File: src/rtl/cook_timer_ctrl.sv
// Microwave cook-cycle sequencer: BCD M:SS keypad entry, 1 Hz countdown from an
// internal prescaler, door-open pause, stop/cancel and a one-cycle expiry pulse.
module cook_timer_ctrl #(
    parameter int unsigned TICK_DIV = 100
) (
    input  logic       clock,
    input  logic       clear,
    input  logic [3:0] key_digit,
    input  logic       key_valid,
    input  logic       start,
    input  logic       stop,
    input  logic       door_closed,
    output logic       mag_on,
    output logic [3:0] min_bcd,
    output logic [3:0] sec_tens,
    output logic [3:0] sec_ones,
    output logic [2:0] state,
    output logic       done
);

    typedef enum logic [2:0] {
        StIdle  = 3'd0,
        StEntry = 3'd1,
        StCook  = 3'd2,
        StPause = 3'd3,
        StDone  = 3'd4
    } state_e;

    localparam logic [15:0] TickLast = 16'(TICK_DIV - 1);

    state_e      r_state, w_state_d;
    logic [3:0]  r_min, r_tens, r_ones;
    logic [3:0]  w_min_d, w_tens_d, w_ones_d;
    logic [15:0] r_presc, w_presc_d;
    logic        r_done, w_done_d;

    logic w_key_ok;
    logic w_time_zero;
    logic w_last_sec;
    logic w_tick;

    assign w_key_ok    = key_valid && (key_digit <= 4'd9);
    assign w_time_zero = (r_min == 4'd0) && (r_tens == 4'd0) && (r_ones == 4'd0);
    assign w_last_sec  = (r_min == 4'd0) && (r_tens == 4'd0) && (r_ones == 4'd1);
    assign w_tick      = (r_presc == TickLast);

    always_comb begin
        w_state_d = r_state;
        w_min_d   = r_min;
        w_tens_d  = r_tens;
        w_ones_d  = r_ones;
        w_presc_d = 16'd0;
        w_done_d  = 1'b0;

        case (r_state)
            StIdle: begin
                if (!stop && w_key_ok) begin
                    w_min_d   = r_tens;
                    w_tens_d  = r_ones;
                    w_ones_d  = key_digit;
                    w_state_d = StEntry;
                end
            end
            StEntry: begin
                if (stop) begin
                    w_state_d = StIdle;
                    w_min_d   = 4'd0;
                    w_tens_d  = 4'd0;
                    w_ones_d  = 4'd0;
                end else if (start) begin
                    // A refused start still outranks a same-cycle key.
                    if (door_closed && !w_time_zero) begin
                        w_state_d = StCook;
                    end
                end else if (w_key_ok) begin
                    w_min_d  = r_tens;
                    w_tens_d = r_ones;
                    w_ones_d = key_digit;
                end
            end
            StCook: begin
                if (stop || !door_closed) begin
                    w_state_d = StPause;
                end else if (w_tick) begin
                    if (r_ones != 4'd0) begin
                        w_ones_d = r_ones - 4'd1;
                    end else if (r_tens != 4'd0) begin
                        w_tens_d = r_tens - 4'd1;
                        w_ones_d = 4'd9;
                    end else begin
                        w_min_d  = r_min - 4'd1;
                        w_tens_d = 4'd5;
                        w_ones_d = 4'd9;
                    end
                    if (w_last_sec) begin
                        w_state_d = StDone;
                        w_done_d  = 1'b1;
                    end
                end else begin
                    w_presc_d = r_presc + 16'd1;
                end
            end
            StPause: begin
                if (stop) begin
                    w_state_d = StIdle;
                    w_min_d   = 4'd0;
                    w_tens_d  = 4'd0;
                    w_ones_d  = 4'd0;
                end else if (start && door_closed) begin
                    w_state_d = StCook;
                end
            end
            StDone: begin
                if (stop || !door_closed) begin
                    w_state_d = StIdle;
                    w_min_d   = 4'd0;
                    w_tens_d  = 4'd0;
                    w_ones_d  = 4'd0;
                end
            end
            default: begin
                w_state_d = StIdle;
                w_min_d   = 4'd0;
                w_tens_d  = 4'd0;
                w_ones_d  = 4'd0;
            end
        endcase
    end

    always_ff @(posedge clock) begin
        if (clear) begin
            r_state <= StIdle;
            r_min   <= 4'd0;
            r_tens  <= 4'd0;
            r_ones  <= 4'd0;
            r_presc <= 16'd0;
            r_done  <= 1'b0;
        end else begin
            r_state <= w_state_d;
            r_min   <= w_min_d;
            r_tens  <= w_tens_d;
            r_ones  <= w_ones_d;
            r_presc <= w_presc_d;
            r_done  <= w_done_d;
        end
    end

    assign mag_on   = (r_state == StCook);
    assign min_bcd  = r_min;
    assign sec_tens = r_tens;
    assign sec_ones = r_ones;
    assign state    = r_state;
    assign done     = r_done;

endmodule

File: config.mk
export PLATFORM = sky130hd
export DESIGN_NAME = cook_timer_ctrl
export DESIGN_NICKNAME = d
export VERILOG_FILES = /design/src/rtl/cook_timer_ctrl.sv
export SDC_FILE = /design/constraint.sdc
export NUM_CORES = 1
export LEC_CHECK = 0
export ABC_CLOCK_PERIOD_IN_PS = 2300
export CAP_MARGIN = 20
export CORE_MARGIN = 1.5
export CORE_UTILIZATION = 25
export CTS_BUF_LIST = sky130_fd_sc_hd__clkbuf_8
export DETAILED_ROUTE_END_ITERATION = 10
export GPL_TIMING_DRIVEN = 0
export PLACE_DENSITY_LB_ADDON = 0.05
export SYNTH_ARGS = -nofsm -noshare
export SYNTH_HDL_FRONTEND = slang
export SYNTH_SLANG_ARGS = --single-unit
File: constraint.sdc
create_clock -name clock -period 2.3 [get_ports clock]
set_input_delay 0.46 -clock clock [delete_from_list [all_inputs] [get_ports clock]]
set_output_delay 0.46 -clock clock [all_outputs]
set_load 0.005 [all_outputs]
==> metrics.md <==
| Metric | Value |
|---|---|
| Status | `finished clean` |
| Syn_nets | `262` |
| Hold WC Path Type | `flop to flop` |
| Tmin final | `2.22 ns` |
| Final Worst Setup Slack | `0.0844 ns` |
| Wire length per cell | `15.0 um` |
| Final net count | `296` |
| Clk slew on worst S/H paths | `0.07 ns` |
| Critical Path AT | `2.43 ns` |
| VDD IR max | `241 uV` |
| Largest cells by area after synthesis | `dfxtp_1 33%, nor2_1 5.4%, xor2_1 5.0%` |
| Global route total overflow | `0` |
| CP startpoint kind | `primary input` |
| Hold Violations, Final | `0` |
| Ports | `27` |
| Dpl ws | `-0.431 ns` |
| Residual DRC count | `0` |
| CP required | `2.51 ns` |
| RSZ-0062 raised after global routing | `no` |
| Synth Flop Type | `dfxtp_1` |
| Dominant cell type by area after synthesis | `dfxtp_1` |
| # port buffers | `25` |
| Final non-filler cell total | `379` |
| Max cap viols | `0` |
| Max Buffers Root-to-Sink | `2` |
| Tot Pwr | `2270 uW` |
| Area delta synth->final | `29.2%` |
| Initial antenna violation count | `0` |
| DPL Wire Length | `4.20 mm` |
| Ys Warns | `0` |
| Final ANT Viol Nets | `0` |
| Crit Path Category | `primary input to flop` |
| Starting Density | `26.4%` |
| Vias per cell | `4.97` |
| Share of flip-flops with an asynchronous set or reset | `0%` |
| CTS HTree Levels | `2` |
| Setup violators final | `0` |
| Total power per unit cell area | `903 nW/um^2` |
| Synth top area share | `33.0%` |
| 1st-pass router iterations | `4` |
| # rows | `31` |
| Final GP Congestion | `0.756` |
| CTS root buf | `clkbuf_8` |
| RR Endpoint | `sec_tens[0]` |
| Highest clock rate | `0.451 GHz` |
| Cts hold-fix bufs | `0` |
| GRT Util Overall | `14.5%` |
| Die ar. | `8310 um^2` |
| Core Box Area | `7370 um^2` |
| Worst-Margin Slew | `0.659 ns` |
| Number of flops mapped to enable cells by yosys | `0` |
| Worst Hold Launch | `r_presc[0]` |
| Final worst-path cycle share | `96.3%` |
| Worst r2r path cells | `6` |
| DP Cell Count | `369` |
| CTS buffer count | `5` |
| 1st-iter DRT viols | `37` |
| Post-synth design cell area | `1940 um^2` |
| Final clock skew | `0.00305 ns` |
| Flops & latches, synth | `32` |
| Die height | `91.2 um` |
| Unique masters post-synth | `49` |
| Sequential fraction of the synthesis area | `33.0%` |
| Synth Instances | `245` |
| Crit Path Max Fanout | `10` |
| Slew headroom | `55.7%` |
| Largest net degree at the start of global routing | `11` |
| Worst hold endpoint | `r_presc[0]` |
| CTS tree | `yes` |
| Vias in the first global route | `1802` |
| Vias | `1883` |
| Worst R2R Setup Slack | `0.19 ns` |
| Worst Hold Depth | `1` |
| Crit Reg-Reg Startpoint | `r_presc[0]` |
| Fin. max-slew vios | `0` |
| Synth Area per Inst | `7.93 um^2` |
| WL final | `5.68 mm` |
| CTS Sinks | `32` |
| Share of post-route cells with drive strength above 1 | `11.8%` |
| Clk Latency, worst-skew pair | `0.28 ns` |
| First-pass GRT wire length | `9.49 mm` |
| Static Leak | `0.000853 uW` |
| Worst Setup End Kind | `flop` |
| Antenna fix cells | `0` |
| Die width | `91.2 um` |
-- layer usage --
metal / track usage, % / wire length [um] / share of wire, % / vias up
met2: 22.7 / 2630 / 46 / 35
met3: 3.27 / 224 / 3.9 / 5
met1: 19.6 / 2760 / 49 / 884
li1: - / - / - / 959
met4: 4.30 / 67 / 1.2 / 0
met5: 0 / 0 / 0 / -
-- flip-flops by register name, indices dropped and copies added, names as in the netlist --
signal and flops:
min_bcd 4, state 3, sec_ones 4, r_presc 16, sec_tens 4, done 1
-- synthesized netlist by cell type, types with 2 or more instances --
cell type / n
and4_1: 2
nor3b_1: 5
ha_1: 7
inv_1: 12
nand2_1: 16
or3b_2: 2
nand3_1: 14
xor2_1: 11
buf_4: 2
a211oi_1: 4
dfxtp_1: 32
a31oi_1: 3
a32oi_1: 2
mux2i_1: 2
nand2b_1: 2
or3_1: 3
buf_2: 3
and3_1: 4
nor2_1: 28
xnor2_1: 7
nor3_1: 13
a311oi_1: 4
nor4_1: 6
a21oi_1: 18
a21o_1: 2
o21ai_0: 10
clkbuf_1: 6
nand4_1: 4
-- cell families (layout without fill, tap and decap cells) --
family | count (synthesis) | after routing | synth area share (%)
AND/OR/NAND/NOR | 104 | 104 | 27.4
AO/OA/AOI/OAI | 56 | 56 | 20.0
flip-flops | 32 | 32 | 33.0
buffers and inverters | 26 | 61 | 6.05
XOR/XNOR | 18 | 18 | 8.11
adder cells (fa/ha/maj) | 7 | 7 | 4.51
multiplexers | 2 | 2 | 1.03
-- cell type report --
cell class                      instances  area, um^2
Fill cell                             804        4860
Multi-Input combinational cell        187        1220
Sequential cell                        32         644
Timing Repair Buffer                   28         270
Tap cell                               99         124
Clock buffer                            7        96.3
Buffer                                 13        81.3
Inverter                               12        45.0
Clock inverter                          1        30.0
-- where the power goes --
group          switching (uW)  leakage [uW]  total, uW  internal, uW
registers                91.7      0.000261        709           617
logic                     506      0.000528        955           449
clock network             223     0.0000645        605           382
total                     820      0.000853       2270          1450
-- cells in the final DEF (no fill, tap or decap), types with 6 or more instances in the layout --
| cell | instances |
|---|---|
| dfxtp_1 | 29 |
| nor2_1 | 28 |
| clkdlybuf4s50_1 | 23 |
| a21oi_1 | 17 |
| nand2_1 | 16 |
| nand3_1 | 14 |
| nor3_1 | 12 |
| inv_1 | 11 |
| xor2_1 | 11 |
| o21ai_0 | 9 |
| xnor2_1 | 7 |
| ha_1 | 7 |
| clkbuf_8 | 7 |
| nor4_1 | 6 |
-- critical path, cell delays in order --
cell and delay [ns]:
clkdlybuf4s50_1 0.46, and2b_1 0.20, a22o_1 0.25, a221o_1 0.39, buf_6 0.17, or3_1 0.36
a21oi_1 0.12
-- worst max path at each step --
stage / startpoint / to / slack (ns) / depth (start not counted)
2_1_floorplan: sec_ones[0] / min_bcd[2] / 0.23 / 8
3_3_place_gp: stop / min_bcd[2] / -0.47 / 7
3_5_place_dp: stop / min_bcd[2] / -0.43 / 7
4_1_cts: sec_ones[0] / min_bcd[2] / 0.02 / 8
5_1_grt: door_closed / sec_tens[2] / 0.002 / 7
6_report: door_closed / sec_tens[2] / 0.08 / 7
-- repair_timing --
item | in CTS | in global routing
endpoints found under the setup margin | 7 | 20
setup buffers | 3 | 0
gates resized for setup | 10 | 11
pin swaps | 1 | 2
-- per-stage QoR --
| step | util, % | hold slack (ns) | TNS (ns) | instance area [um^2] |
|---|---|---|---|---|
| 6_report | 34.1 | 0.469 | 0 | 2510 |
| 3_3_place_gp | 31.4 | 0.451 | -4.78 | 2320 |
| 5_1_grt | 34.1 | 0.491 | 0 | 2510 |
| 3_5_place_dp | 31.4 | 0.459 | -4.03 | 2320 |
| 2_1_floorplan | - | 0.430 | 0 | 1940 |
| 4_1_cts | 33.7 | 0.477 | 0 | 2480 |
Power figures use the tool's default switching activity.
